$ cat config.mk
export PLATFORM = sky130hd
export DESIGN_NAME = conv_para_sched
export DESIGN_NICKNAME = d
export VERILOG_FILES = /design/src/rtl/conv_para_sched.sv
export SDC_FILE = /design/constraint.sdc
export NUM_CORES = 1
export LEC_CHECK = 0
export ABC_AREA = 1
export BUFFER_PORTS_ARGS = -buffer_cell sky130_fd_sc_hd__buf_4
export CAP_MARGIN = 15
export CORE_AREA = 8 8 227 229
export CTS_CLUSTER_SIZE = 10
export DETAILED_ROUTE_END_ITERATION = 16
export DIE_AREA = 0 0 235 237
export PLACE_DENSITY = 0.64
export SLEW_MARGIN = 20
export SYNTH_ARGS = -nofsm -noshare
export SYNTH_HDL_FRONTEND = slang
export SYNTH_SLANG_ARGS = --single-unit
export TNS_END_PERCENT = 100
$ cat constraint.sdc
create_clock -name clk -period 3.3 [get_ports clk]
set_clock_uncertainty 0.1 [all_clocks]
set_input_delay 0.165 -clock clk [delete_from_list [all_inputs] [get_ports clk]]
set_output_delay 0.165 -clock clk [all_outputs]
set_load 0.02 [all_outputs]
$ cat src/rtl/conv_para_sched.sv
// conv_para_sched
//   Sequences one convolution job over num_ch input channels. For every
//   channel pass it issues ks*ks weight/feature reads, releases the
//   convolution unit from reset one cycle after the first read, waits for
//   the unit's result tile and presents it downstream with a valid/ready
//   handshake. A watchdog aborts the job if the unit never answers.
//
// Ports
//   clk, rst            : rising-edge clock, asynchronous active-low reset
//   start               : job request pulse (ignored while busy)
//   kernel_size         : 3 or 5; anything else rejects the job with err
//   num_ch              : input channel count; 0 completes immediately
//   wt_base             : weight base address of the job
//   busy, done, err     : job in progress, one-cycle end pulse, sticky error
//   rd_en, wt_addr      : read strobe and weight address
//   fm_ch, fm_step      : feature channel and window step of the read
//   conv_rst, conv_ks   : active-low reset and kernel size to the conv unit
//   conv_result_ready,
//   conv_result         : result strobe and tile from the conv unit
//   out_valid, out_ready,
//   out_data, out_ch    : captured tile and its channel, downstream handshake
module conv_para_sched #(
    parameter int DATA_WIDTH        = 16,
    parameter int PARA_X            = 4,
    parameter int PARA_Y            = 4,
    parameter int KERNEL_SIZE_WIDTH = 4,
    parameter int CH_WIDTH          = 10,
    parameter int WADDR_WIDTH       = 16,
    parameter int WAIT_MAX          = 64
) (
    input  logic                                    clk,
    input  logic                                    rst,
    input  logic                                    start,
    input  logic [KERNEL_SIZE_WIDTH-1:0]            kernel_size,
    input  logic [CH_WIDTH-1:0]                     num_ch,
    input  logic [WADDR_WIDTH-1:0]                  wt_base,
    output logic                                    busy,
    output logic                                    done,
    output logic                                    err,
    output logic                                    rd_en,
    output logic [WADDR_WIDTH-1:0]                  wt_addr,
    output logic [CH_WIDTH-1:0]                     fm_ch,
    output logic [2*KERNEL_SIZE_WIDTH-1:0]          fm_step,
    output logic                                    conv_rst,
    output logic [KERNEL_SIZE_WIDTH-1:0]            conv_ks,
    input  logic                                    conv_result_ready,
    input  logic [PARA_X*PARA_Y*DATA_WIDTH-1:0]     conv_result,
    output logic                                    out_valid,
    input  logic                                    out_ready,
    output logic [PARA_X*PARA_Y*DATA_WIDTH-1:0]     out_data,
    output logic [CH_WIDTH-1:0]                     out_ch
);

    localparam int TILE_W = PARA_X * PARA_Y * DATA_WIDTH;
    localparam int STEP_W = 2 * KERNEL_SIZE_WIDTH;
    localparam int WCNT_W = $clog2(WAIT_MAX + 1);

    typedef enum logic [1:0] {
        IDLE,
        ISSUE,
        WAIT,
        OUT
    } state_t;

    state_t                       state_q, state_d;
    logic [CH_WIDTH-1:0]          ch_q, ch_d;
    logic [CH_WIDTH-1:0]          num_ch_q, num_ch_d;
    logic [STEP_W-1:0]            k_q, k_d;
    logic [WCNT_W-1:0]            wcnt_q, wcnt_d;

    logic                         busy_d, done_d, err_d, rd_en_d;
    logic [WADDR_WIDTH-1:0]       wt_addr_d;
    logic [CH_WIDTH-1:0]          fm_ch_d;
    logic [STEP_W-1:0]            fm_step_d;
    logic                         conv_rst_d;
    logic [KERNEL_SIZE_WIDTH-1:0] conv_ks_d;
    logic                         out_valid_d;
    logic [TILE_W-1:0]            out_data_d;
    logic [CH_WIDTH-1:0]          out_ch_d;

    logic [STEP_W-1:0]            kk;
    logic                         ks_legal;

    // Steps per pass, from the kernel size latched for this job
    assign kk       = STEP_W'(conv_ks) * STEP_W'(conv_ks);
    assign ks_legal = (kernel_size == KERNEL_SIZE_WIDTH'(3)) ||
                      (kernel_size == KERNEL_SIZE_WIDTH'(5));

    always_comb begin
        state_d     = state_q;
        ch_d        = ch_q;
        num_ch_d    = num_ch_q;
        k_d         = k_q;
        wcnt_d      = wcnt_q;
        busy_d      = busy;
        done_d      = 1'b0;
        err_d       = err;
        rd_en_d     = rd_en;
        wt_addr_d   = wt_addr;
        fm_ch_d     = fm_ch;
        fm_step_d   = fm_step;
        conv_rst_d  = conv_rst;
        conv_ks_d   = conv_ks;
        out_valid_d = out_valid;
        out_data_d  = out_data;
        out_ch_d    = out_ch;

        unique case (state_q)
            IDLE: begin
                if (start) begin
                    if (!ks_legal) begin
                        err_d  = 1'b1;
                        done_d = 1'b1;
                    end else if (num_ch == '0) begin
                        err_d  = 1'b0;
                        done_d = 1'b1;
                    end else begin
                        conv_ks_d = kernel_size;
                        num_ch_d  = num_ch;
                        err_d     = 1'b0;
                        ch_d      = '0;
                        k_d       = '0;
                        wt_addr_d = wt_base;
                        fm_ch_d   = '0;
                        fm_step_d = '0;
                        rd_en_d   = 1'b1;
                        busy_d    = 1'b1;
                        state_d   = ISSUE;
                    end
                end
            end

            ISSUE: begin
                // Data for step 0 lands one cycle after its read, so the
                // unit leaves reset on the edge closing the first read.
                if (k_q == '0) begin
                    conv_rst_d = 1'b1;
                end
                if (k_q == kk - STEP_W'(1)) begin
                    rd_en_d = 1'b0;
                    wcnt_d  = '0;
                    state_d = WAIT;
                end else begin
                    k_d       = k_q + STEP_W'(1);
                    fm_step_d = k_q + STEP_W'(1);
                    wt_addr_d = wt_addr + WADDR_WIDTH'(1);
                end
            end

            WAIT: begin
                if (conv_result_ready) begin
                    out_data_d  = conv_result;
                    out_ch_d    = ch_q;
                    conv_rst_d  = 1'b0;
                    out_valid_d = 1'b1;
                    state_d     = OUT;
                end else if (wcnt_q == WCNT_W'(WAIT_MAX - 1)) begin
                    err_d      = 1'b1;
                    conv_rst_d = 1'b0;
                    done_d     = 1'b1;
                    busy_d     = 1'b0;
                    state_d    = IDLE;
                end else begin
                    wcnt_d = wcnt_q + WCNT_W'(1);
                end
            end

            OUT: begin
                if (out_ready) begin
                    out_valid_d = 1'b0;
                    if (ch_q == num_ch_q - CH_WIDTH'(1)) begin
                        done_d  = 1'b1;
                        busy_d  = 1'b0;
                        state_d = IDLE;
                    end else begin
                        ch_d      = ch_q + CH_WIDTH'(1);
                        fm_ch_d   = ch_q + CH_WIDTH'(1);
                        k_d       = '0;
                        fm_step_d = '0;
                        // Passes are contiguous: the last address of the
                        // previous pass is still held, so the next pass
                        // starts one above it (wt_base + ch*ks*ks).
                        wt_addr_d = wt_addr + WADDR_WIDTH'(1);
                        rd_en_d   = 1'b1;
                        state_d   = ISSUE;
                    end
                end
            end

            default: state_d = IDLE;
        endcase
    end

    always_ff @(posedge clk or negedge rst) begin
        if (!rst) begin
            state_q   <= IDLE;
            ch_q      <= '0;
            num_ch_q  <= '0;
            k_q       <= '0;
            wcnt_q    <= '0;
            busy      <= 1'b0;
            done      <= 1'b0;
            err       <= 1'b0;
            rd_en     <= 1'b0;
            wt_addr   <= '0;
            fm_ch     <= '0;
            fm_step   <= '0;
            conv_rst  <= 1'b0;
            conv_ks   <= '0;
            out_valid <= 1'b0;
            out_data  <= '0;
            out_ch    <= '0;
        end else begin
            state_q   <= state_d;
            ch_q      <= ch_d;
            num_ch_q  <= num_ch_d;
            k_q       <= k_d;
            wcnt_q    <= wcnt_d;
            busy      <= busy_d;
            done      <= done_d;
            err       <= err_d;
            rd_en     <= rd_en_d;
            wt_addr   <= wt_addr_d;
            fm_ch     <= fm_ch_d;
            fm_step   <= fm_step_d;
            conv_rst  <= conv_rst_d;
            conv_ks   <= conv_ks_d;
            out_valid <= out_valid_d;
            out_data  <= out_data_d;
            out_ch    <= out_ch_d;
        end
    end

endmodule

Word level (Yosys, flattened, before mapping) --
Cells that the tools add are included.
Cells by class: add/sub/neg operators 6, $mul 1, equality and inequality tests 22, muxes and demuxes 64, bitwise operators 1, reductions and logical operators 21
Operators with widths (count):
- $mux 16 | 6
- $mux 10 | 5
- $mux 8 | 6
- $pmux 16 s3 | 1
- $mux 1 | 26
- $ne 2x2->1 const B | 13
- $pmux 8 s3 | 1
- $mux 7 | 3
- $pmux 10 s2 | 1
- $add 16x1->16 const B | 1
- $mux 2 | 7
- $pmux 7 s2 | 1
- $reduce_and 7->1 | 2
- $reduce_and 4->1 | 3
- $reduce_and 6->1 | 2
- $add 10x1->10 const B | 1
- $eq 10x10->1 | 1
- $logic_not 10->1 | 1
- $sub 10x1->10 const B | 1
- $pmux 1 s3 | 3
- $add 8x1->8 const B | 1
- $eq 8x8->1 | 1
- $logic_not 8->1 | 1
- $mul 4x4->8 | 1
- other kinds (18) | 26
Storage, ports and cells: register bits 329, input bits 291, output and inout bits 310, logic and storage cells 130

Depth between registers and ports, before layout --
word-level depth 5, depth in mapped cells 20, mapped depth without buffers 19

Worst setup path after synthesis --
Ideal clock, no wire load.
path type flip-flop to flip-flop, from reg conv_ks[3], to reg k_q[6], library setup time 0.116 ns, data arrival time 3.067 ns, required time 3.084 ns, slack 0.016 ns, stages on the path, launching flop included 18, buffers on the path 1, clock period less this slack 3.284 ns, cells stage by stage dfrtp_1 nand2_1 ha_1 xor2_1 xor2_1 ha_1 ha_1 nand2_1 inv_1 a21oi_1 nand3_1 nand3_1 nand2_1 nor2_1 nand4_2 buf_2 nand3_1 nand2_2
On the way: word-level cells in the longest chain between the ends 5
Ends and longest elaborated chain:
- start, declared | RTL line 45 | output logic [KERNEL_SIZE_WIDTH-1:0] conv_ks,
- start signal, assigned | RTL line 227 | conv_ks <= conv_ks_d;
- $mul 4x4->8 | RTL line 85 | assign kk = STEP_W'(conv_ks) * STEP_W'(conv_ks);
- $sub 8x1->8 | RTL line 139 | if (k_q == kk - STEP_W'(1)) begin
- $eq 8x8->1 | RTL line 139
- $ne 2x2->1 (no line)
- $reduce_and 7->1 (no line)
- end signal, assigned | RTL line 217 | k_q <= k_d;
- end, declared | RTL line 68 | logic [STEP_W-1:0] k_q, k_d;
No other way between the ends. A chain may end at the register's enable or synchronous reset.

Worst setup path in the final report --
from reg conv_ks[1], to reg k_q[6]
Same word-level chain as after synthesis.

==> metrics.md <==
| Metric | Value |
|---|---|
| Status | `completed` |
| Die H | `237 um` |
| Fin crit share | `between 90% and 100%` |
| Req. time, crit path | `~3.7 ns` |
| Rows | `between 80 and 90` |
| Hold Path Class | `in -> async` |
| Overflow after GRT | `0` |
| Gr usage total | `around 20%` |
| Later-pin clock latency in the skew report | `~0.55 ns` |
| Post-route core utilization | `approximately half` |
| Port Buf Inserts | `600` |
| Via/cell ratio | `between 4 and 5` |
| NumNets Final | `approximately 3000` |
| Fill count | `roughly 4200` |
| DR WL/cell | `~18 um` |
| Reg2reg path depth | `16` |
| Die X | `about 240 um` |
| Max VDD drop | `0.629 mV` |
| Most frequent cell after synthesis | `nand2_1` |
| Max-capacitance violation count | `0` |
| Crit Path Class | `reg -> reg` |
| Sequential cell area fraction in the yosys report | `56.5%` |
| Crit path time final | `between 3 and 4 ns` |
| Crit path from | `conv_ks[1]$_DFFE_PN0P_` |
| Setup crit end | `k_q[6]$_DFFE_PN0P_` |
| Number of global-route vias before repair | `roughly 16000` |
| Clock-pin slew on the worst setup and hold paths | `around 0.060 ns` |
| Slew Limit Fails | `0` |
| Initial Utilization | `a little under a third` |
| Final hold viol count | `0` |
| WP data arrival | `~3.6 ns` |
| Core Box Area | `~48000 sq um` |
| Post-Syn Nets | `2084` |
| Yosys warnings | `0` |
| Initial antenna violation count | `7` |
| Post-Layout Cell Count | `~3300` |
| Place WS | `~0.011 ns` |
| Clk buf depth | `3` |
| Num CTS Buffers | `slightly above 40` |
| Synthesized instance count | `roughly 1800` |
| Reg-to-reg startpoint | `conv_ks[1]$_DFFE_PN0P_` |
| Relative slew slack | `roughly two fifths` |
| Total power per unit cell area | `~950 nW/um^2` |
| Synth-to-layout area growth | `65.5%` |
| Ratio of cells with drive above 1 in the final layout | `28.6%` |
| Drt pass-1 iters | `5` |
| Placed insts | `2952` |
| Dpl hpwl | `between 40 and 50 mm` |
| Crit-path max FO | `6` |
| Top_reg_cell synth | `dfrtp_1` |
| Syn_area_per_cell | `roughly 8 sq um` |
| Crit. End Element | `flop` |
| Largest net degree at the start of global routing | `about 150` |
| DRT antenna net count | `0` |
| Overall Power | `22.9 mW` |
| # setup viols final | `0` |
| Iteration-0 DRC Markers | `1100` |
| R2R Path End | `k_q[6]$_DFFE_PN0P_` |
| Unique masters post-synth | `41` |
| Synth area leader | `dfrtp_1` |
| DRC Markers | `0` |
| GPL Wtd Cong | `around 0.86` |
| Via count | `around 15000` |
| Hold slack | `0.181 ns` |
| Largest cells by area after synthesis | `dfrtp_1 57%, nand2_1 25%, nand3_1 2.5%, buf_2 2.0%, inv_1 1.8%` |
| H-tree depth | `2` |
| Startpoint types | `flop` |
| Post-synth EDFFs | `0` |
| Clock sink count | `between 300 and 400` |
| Drt total wl | `around 58 mm` |
| Yosys top cell area share | `between 50 and 60%` |
| Final worst slack | `around 0.089 ns` |
| Clk root buf | `clkbuf_16` |
| Leakage | `12.9 nW` |
| First-pass GRT wire length | `~90 mm` |
| CTS tree | `built` |
| Die ar. | `55700 sq um` |
| Reg-to-reg setup timing slack | `slightly below 0.09 ns` |
| FMAX | `311 MHz` |
| Commonest cells in the netlist | `971 x nand2_1, 329 x dfrtp_1, 72 x nand3_1, 68 x inv_1, 58 x nor2_1` |
| Synthesized flop and latch total | `329` |
| IO Pins | `between 600 and 700` |
| Post-synthesis async set-or-reset flop share | `100%` |
| Worst slew pin tran | `0.892 ns` |
| Post-Syn Area | `14600 sq um` |
worst max-delay path, cell delays in order (launching register included):
cell and delay [ns]:
dfrtp_1 0.39, nand2_4 0.08, ha_4 0.27, xor2_2 0.14, xor2_1 0.18, ha_1 0.28
ha_4 0.30, buf_4 0.12, nand3_1 0.06, nand3_1 0.10, xnor3_1 0.23, nor2_2 0.18
nand4_4 0.18, nand3_4 0.23, clkbuf_16 0.19, nand2_2 0.05, nand2_2 0.06
how the worst min path moves through the flow:
stage,from,to,slack (ns),cells past startpoint
floorplan,rst,busy$_DFFE_PN0P_,-0.23,0
global placement,rst,out_ch[0]$_DFFE_PN0P_,0.19,1
detailed placement,rst,out_ch[0]$_DFFE_PN0P_,0.20,1
CTS,rst,out_ch[0]$_DFFE_PN0P_,0.19,2
global route,conv_result[46],out_data[46]$_DFFE_PN0P_,0.23,4
finish,rst,out_ch[1]$_DFFE_PN0P_,0.18,2
stage by stage:
stage,cell area (sq um),TNS (ns)
after detailed placement,19700,0
after floorplan,14600,0
after CTS,23900,0
after global routing,24100,-0.178
after global placement,19700,0
final,24100,0
metal layers:
layer	vias to the layer above	part of all wire (%)	track usage, %
met1	7298	39	23.3
met2	643	49	34.2
li1	7232	-	-
met4	4	4.1	8.85
met3	147	7.2	5.59
met5	-	0.038	0
logic make-up after synthesis:
group	Yosys count	share of synthesized area (%)
simple gates	1180	32.7
flops	329	56.5
buf+inv	157	4.98
compound gates	68	2.58
xor+xnor	31	1.96
fa+ha+maj	14	1.20
repair_timing:
action	CTS	global route
endpoints found under the hold margin	384	0
setup endpoints to repair	15	34
gates resized for setup	1	24
hold buffers	289	0
buffers inserted	0	4
pin swaps	0	10
cloned	0	3
cell usage in the layout (no fill, tap or decap), types with 3 or more instances in the layout:
master         count
nand3_2            5
o21ai_0           35
nand4_1            7
clkbuf_16         44
buf_12             7
o21ai_1           16
clkbuf_8           4
nand3_1           70
nand2_1          968
nor3_1             9
nor4_1             3
nor2_2             5
nand2_4            3
nor2_4             3
bufinv_16          3
nor3b_1            4
clkbuf_1           8
dfrtp_1          329
buf_4            624
diode_2            5
ha_1              12
buf_8              3
or2_2              5
xor2_1            21
inv_2             11
inv_1             65
xnor2_1            8
dlygate4sd3_1    289
o21bai_1           3
a21oi_1            5
nor2_1            56
nand2_2           37
flip-flops by register name, summed over array words and instances (netlist names), 2 cells and up:
register / cells
num_ch_q: 10
wt_addr: 16
out_ch: 10
conv_ks: 4
wcnt_q: 7
out_data: 256
ch_q: 10
k_q: 8
state_q: 2
power by group:
group	internal [mW]	switching [mW]	total [mW]
clock network	2.58	1.73	4.31
registers	5.82	1.27	7.09
logic	4.53	7.01	11.5
layout make-up:
cell class,count,area [sq um],share of cell area [%]
tap,622,778,3.23
clock buffer,53,1110,4.61
antenna,5,12.5,0.0519
clock inverter,7,133,0.550
timing repair buffer,926,7840,32.5
inverter,78,300,1.25
multi-input combinational,1293,5700,23.6
sequential,329,8230,34.2
(Power assumes the default switching activity.)
